File: config.mk
export PLATFORM = sky130hd
export DESIGN_NAME = pb_port_master
export DESIGN_NICKNAME = d
export VERILOG_FILES = /design/src/rtl/pb_port_master.sv
export SDC_FILE = /design/constraint.sdc
export NUM_CORES = 1
export LEC_CHECK = 0
export BUFFER_PORTS_ARGS = -buffer_cell sky130_fd_sc_hd__buf_4
export CAP_MARGIN = 20
export CORE_MARGIN = 1
export CORE_UTILIZATION = 52
export CTS_BUF_LIST = sky130_fd_sc_hd__clkbuf_4 sky130_fd_sc_hd__clkbuf_8
export CTS_CLUSTER_DIAMETER = 30
export DETAILED_ROUTE_END_ITERATION = 10
export PLACE_DENSITY_LB_ADDON = 0.12
export RECOVER_POWER = 25
export SYNTH_ARGS = -nofsm -noshare
export SYNTH_HDL_FRONTEND = slang
export SYNTH_SLANG_ARGS = --single-unit
File: constraint.sdc
create_clock -name clk -period 2 [get_ports clk]
set_clock_uncertainty 0.05 [all_clocks]
set_input_delay 0 -clock clk [delete_from_list [all_inputs] [get_ports clk]]
set_output_delay 0 -clock clk [all_outputs]
set_load 0.01 [all_outputs]
File: src/rtl/pb_port_master.sv
// Command-driven Picoblaze port-bus initiator reproducing the CPU two-cycle OUTPUT/INPUT timing.
// Optional multi-beat bursts are compiled in when PB_PORT_MASTER_BURST_EN is defined.
module pb_port_master #(
  parameter int READ_LATENCY = 1
) (
  input  logic       clk,
  input  logic       reset,
  input  logic       cmd_valid,
  output logic       cmd_ready,
  input  logic       cmd_write,
  input  logic [7:0] cmd_addr,
  input  logic [7:0] cmd_data,
  input  logic [3:0] cmd_len,
  output logic       rsp_valid,
  input  logic       rsp_ready,
  output logic [7:0] rsp_data,
  output logic [7:0] port_id,
  output logic [7:0] out_port,
  output logic       write_strobe,
  output logic       read_strobe,
  input  logic [7:0] in_port,
  output logic       busy
);

  localparam logic [2:0] S_IDLE   = 3'd0;
  localparam logic [2:0] S_SETUP  = 3'd1;
  localparam logic [2:0] S_STROBE = 3'd2;
  localparam logic [2:0] S_WAIT   = 3'd3;
  localparam logic [2:0] S_RESP   = 3'd4;

  localparam logic [1:0] WAIT_LAST = (READ_LATENCY > 0) ? 2'(READ_LATENCY - 1) : 2'd0;

  logic [2:0] state_q, state_d;
  logic       write_q, write_d;
  logic [3:0] len_q, len_d;
  logic [3:0] beat_q, beat_d;
  logic [1:0] wait_q, wait_d;
  logic [7:0] port_id_q, port_id_d;
  logic [7:0] out_port_q, out_port_d;
  logic [7:0] rsp_data_q, rsp_data_d;
  logic       wstb_q, wstb_d;
  logic       rstb_q, rstb_d;
  logic       cmd_ready_q, cmd_ready_d;
  logic       rsp_valid_q, rsp_valid_d;
  logic       busy_q, busy_d;
  logic       more;

`ifndef PB_PORT_MASTER_BURST_EN
  logic unused_len;
  assign unused_len = ^cmd_len;
`endif

  assign more = (beat_q != len_q);

  always_comb begin
    state_d    = state_q;
    write_d    = write_q;
    len_d      = len_q;
    beat_d     = beat_q;
    wait_d     = wait_q;
    port_id_d  = port_id_q;
    out_port_d = out_port_q;
    rsp_data_d = rsp_data_q;
    wstb_d     = 1'b0;
    rstb_d     = 1'b0;
    case (state_q)
      S_IDLE: begin
        if (cmd_valid && cmd_ready_q) begin
          write_d    = cmd_write;
`ifdef PB_PORT_MASTER_BURST_EN
          len_d      = cmd_len;
`else
          len_d      = 4'd0;
`endif
          beat_d     = 4'd0;
          port_id_d  = cmd_addr;
          out_port_d = cmd_data;
          state_d    = S_SETUP;
        end
      end
      S_SETUP: begin
        wstb_d  = write_q;
        rstb_d  = ~write_q;
        state_d = S_STROBE;
      end
      S_STROBE: begin
        if (write_q) begin
          if (more) begin
            beat_d    = beat_q + 4'd1;
            port_id_d = port_id_q + 8'd1;
            state_d   = S_SETUP;
          end else begin
            state_d = S_IDLE;
          end
        end else if (READ_LATENCY == 0) begin
          rsp_data_d = in_port;
          state_d    = S_RESP;
        end else begin
          wait_d  = 2'd0;
          state_d = S_WAIT;
        end
      end
      S_WAIT: begin
        if (wait_q == WAIT_LAST) begin
          rsp_data_d = in_port;
          state_d    = S_RESP;
        end else begin
          wait_d = wait_q + 2'd1;
        end
      end
      S_RESP: begin
        // next beat's SETUP only after this beat's response is taken
        if (rsp_ready) begin
          if (more) begin
            beat_d    = beat_q + 4'd1;
            port_id_d = port_id_q + 8'd1;
            state_d   = S_SETUP;
          end else begin
            state_d = S_IDLE;
          end
        end
      end
      default: state_d = S_IDLE;
    endcase
    cmd_ready_d = (state_d == S_IDLE);
    rsp_valid_d = (state_d == S_RESP);
    busy_d      = (state_d != S_IDLE);
  end

  always_ff @(posedge clk) begin
    if (reset) begin
      state_q     <= S_IDLE;
      write_q     <= 1'b0;
      len_q       <= 4'd0;
      beat_q      <= 4'd0;
      wait_q      <= 2'd0;
      port_id_q   <= 8'd0;
      out_port_q  <= 8'd0;
      rsp_data_q  <= 8'd0;
      wstb_q      <= 1'b0;
      rstb_q      <= 1'b0;
      cmd_ready_q <= 1'b0;
      rsp_valid_q <= 1'b0;
      busy_q      <= 1'b0;
    end else begin
      state_q     <= state_d;
      write_q     <= write_d;
      len_q       <= len_d;
      beat_q      <= beat_d;
      wait_q      <= wait_d;
      port_id_q   <= port_id_d;
      out_port_q  <= out_port_d;
      rsp_data_q  <= rsp_data_d;
      wstb_q      <= wstb_d;
      rstb_q      <= rstb_d;
      cmd_ready_q <= cmd_ready_d;
      rsp_valid_q <= rsp_valid_d;
      busy_q      <= busy_d;
    end
  end

  assign cmd_ready    = cmd_ready_q;
  assign rsp_valid    = rsp_valid_q;
  assign rsp_data     = rsp_data_q;
  assign port_id      = port_id_q;
  assign out_port     = out_port_q;
  assign write_strobe = wstb_q;
  assign read_strobe  = rstb_q;
  assign busy         = busy_q;

endmodule

==> impl_metrics.env <==
export IMPL_status="completed"
export IMPL_netlist_instances=215
export IMPL_clock_latency_ns=0.36
export IMPL_p_per_area_nw_per_um2=631
export IMPL_hold_worst_slack_ns=0.0450
export IMPL_dp_hpwl_um=2950
export IMPL_viasPerCell=5.51
export IMPL_fin_crit_ns=1.90
export IMPL_grt_usage=0.280
export IMPL_seq_area_frac_synth=0.428
export IMPL_async_reset_ff_frac=0
export IMPL_nNetsFinal=346
export IMPL_grt_overflow_total=0
export IMPL_dieWidth_um=61.2
export IMPL_synthFlopType="dfxtp_1"
export IMPL_nFillCells=244
export IMPL_reg2reg_to="beat_q[3]$_SDFFE_PP0P_"
export IMPL_clk_pin_slew_ns=0.13
export IMPL_multi_input_area_um2=978
export IMPL_n_antenna_cell=0
export IMPL_drt_iter0_drc=145
export IMPL_drtAntennaViolNets=0
export IMPL_synth_fp_nets=252
export IMPL_worstSetupPathType="reg2reg"
export IMPL_initial_core_util=0.546
export IMPL_pin_count=62
export IMPL_fmax_ghz=0.526
export IMPL_synth_top_area_frac=0.428
export IMPL_grt_max_degree=33
export IMPL_drt_pass1_iter_count=4
export IMPL_synth_top_area_cell="dfxtp_1"
export IMPL_area_growth_syn_to_layout_pct=44.8
export IMPL_cts_tree="yes"
export IMPL_cts_sinks=39
export IMPL_cp_arrival_ns=2.15
export IMPL_syn_avg_cell_area_um2=8.48
export IMPL_yosys_warnings=0
export IMPL_worst_slew_pin_slew_ns=0.448
export IMPL_ys_ff_latch=39
export IMPL_ff2ff_setup_slack_ns=0.1
export IMPL_finalMaxSlewViolations=0
export IMPL_hold_class="in2reg"
export IMPL_route_detailed_drc=0
export IMPL_final_common_cell="buf_4"
export IMPL_required_ns=2.25
export IMPL_crit_fanout=9
export IMPL_yosys_top_cells_area="dfxtp_1, a21oi_1, nand2_1"
export IMPL_rows=21
export IMPL_routabilityCongestion=0.804
export IMPL_layout_common_cells="buf_4, dfxtp_1, dlygate4sd3_1"
export IMPL_regArea_um2=783
export IMPL_core_area_um2=3340
export IMPL_hold_violations=0
export IMPL_max_slew_margin=0.701
export IMPL_port_buffers=57
export IMPL_cts_root_buf="clkbuf_4"
export IMPL_clock_path_buffers=2
export IMPL_start_kind="flip-flop"
export IMPL_wire_per_inst_um=14.2
export IMPL_synth_edff_count=0
export IMPL_maxCapViolCount=0
export IMPL_peakVddDrop_uv=660
export IMPL_synth_area_um2=1820
export IMPL_grt_pass1_wl_um=7690
export IMPL_antenna_found_initial=0
export IMPL_reg2regPathDepth=6
export IMPL_cts_buffers=5
export IMPL_fin_crit_sh=0.951
export IMPL_finalSetupTns_ns=0
export IMPL_wirelength_um=5070
export IMPL_grt_pass1_vias=1646
export IMPL_critPathCaptureType="flip-flop"
export IMPL_htree_levels=2
export IMPL_rsz0062_at_grt="false"
export IMPL_timing_rr_start="beat_q[0]$_SDFFE_PP0P_"
export IMPL_dieArea_um2=3750
export IMPL_fp_dieH_um=61.2
export IMPL_synth_cell_types=50
export IMPL_p_leak_nw=1.02
export IMPL_cp_endpoint="beat_q[3]$_SDFFE_PP0P_"
export IMPL_hp_start="cmd_addr[7]"
export IMPL_drive_above_1_share=0.210
export IMPL_startpoint="beat_q[0]$_SDFFE_PP0P_"
export IMPL_finalSetupViolCount=0
export IMPL_via_count=1961
## synth_stat cells, drive strengths merged (2+ instances only)
cell / count
dfxtp: 39
nand2: 28
a21oi: 21
nor2: 19
mux2i: 10
nor3: 10
inv: 8
o21ai: 7
clkbuf: 5
nand2b: 5
nand3: 5
a211oi: 4
a31oi: 4
ha: 4
a311o: 3
and3: 3
buf: 3
nand3b: 3
nor4: 3
o32ai: 3
clkinv: 2
o22ai: 2
o31ai: 2
or4: 2
## worst min path at each step
stage / cells after the start / end
2_1_floorplan: 1 / state_q[1]$_SDFF_PP0_
3_3_place_gp: 3 / out_port[3]$_SDFFE_PP0P_
3_5_place_dp: 3 / out_port[7]$_SDFFE_PP0P_
4_1_cts: 4 / port_id[7]$_SDFFE_PP0P_
5_1_grt: 4 / port_id[7]$_SDFFE_PP0P_
6_report: 4 / port_id[7]$_SDFFE_PP0P_
## flip-flops by register name (all words and copies together) (netlist names), 2 cells and up
register / cells
wait_q: 2
beat_q: 4
rsp_data: 8
port_id: 8
state_q: 3
out_port: 8
## area by class of cell
| type | count | share of cell area |
|---|---|---|
| clock buffer | 5 | 0.0142 |
| clock inverter | 3 | 0.00900 |
| inverter | 10 | 0.0142 |
| multi-input combinational | 158 | 0.371 |
| sequential | 39 | 0.297 |
| tap | 46 | 0.0218 |
| timing repair buffer | 95 | 0.273 |
## layer usage
layer | routed length [µm] | vias to the layer above | global-route usage
met2 | 2590 | 88 | 0.470
met5 | 0 | - | 0
li1 | - | 966 | -
met1 | 2120 | 900 | 0.365
met4 | 48 | 0 | 0.0682
met3 | 314 | 7 | 0.0630
## cell families (layout without fill, tap and decap cells)
family / Yosys count / count (layout) / share of synthesized area
AND/OR/NAND/NOR: 88 / 88 / 0.243
XOR/XNOR: 1 / 1 / 0.00481
flip-flops: 39 / 39 / 0.428
adder cells (fa/ha/maj): 4 / 4 / 0.0275
AO/OA/AOI/OAI: 55 / 55 / 0.200
buffers and inverters: 18 / 113 / 0.0412
multiplexers: 10 / 10 / 0.0549
## what timing repair did
action                                  in CTS  in global routing
hold buffers                                29                  0
hold endpoints to repair                    30                  0
endpoints found under the setup margin       0                  9
gates resized for setup                      0                  5
setup buffers                                0                  0
## stage by stage
| stage | utilization | total power [mW] | instance area, µm² | instances | worst slack, ns |
|---|---|---|---|---|---|
| 2_1_floorplan | - | 1.06 | 1820 | 215 | 0.278 |
| 3_3_place_gp | 0.701 | 1.20 | 2340 | 319 | 0.180 |
| 3_5_place_dp | 0.701 | 1.21 | 2340 | 319 | 0.121 |
| 4_1_cts | 0.806 | 1.67 | 2690 | 356 | 0.00942 |
| 5_1_grt | 0.791 | 1.74 | 2640 | 356 | 0.0226 |
| 6_report | 0.791 | 1.67 | 2640 | 356 | 0.0980 |
## report_power, final
part | internal (mW) | total [mW] | switching (mW)
registers | 0.819 | 0.865 | 0.0463
clock network | 0.141 | 0.425 | 0.284
logic | 0.198 | 0.377 | 0.179
## worst max-delay path: stages, from the launching register on
cell and delay, ns:
dfxtp_1 0.39, inv_1 0.07, ha_1 0.20, nor3b_1 0.16
o22a_2 0.31, or4_1 0.49, a21oi_1 0.16
No activity file was read; power rests on OpenSTA's default activity.
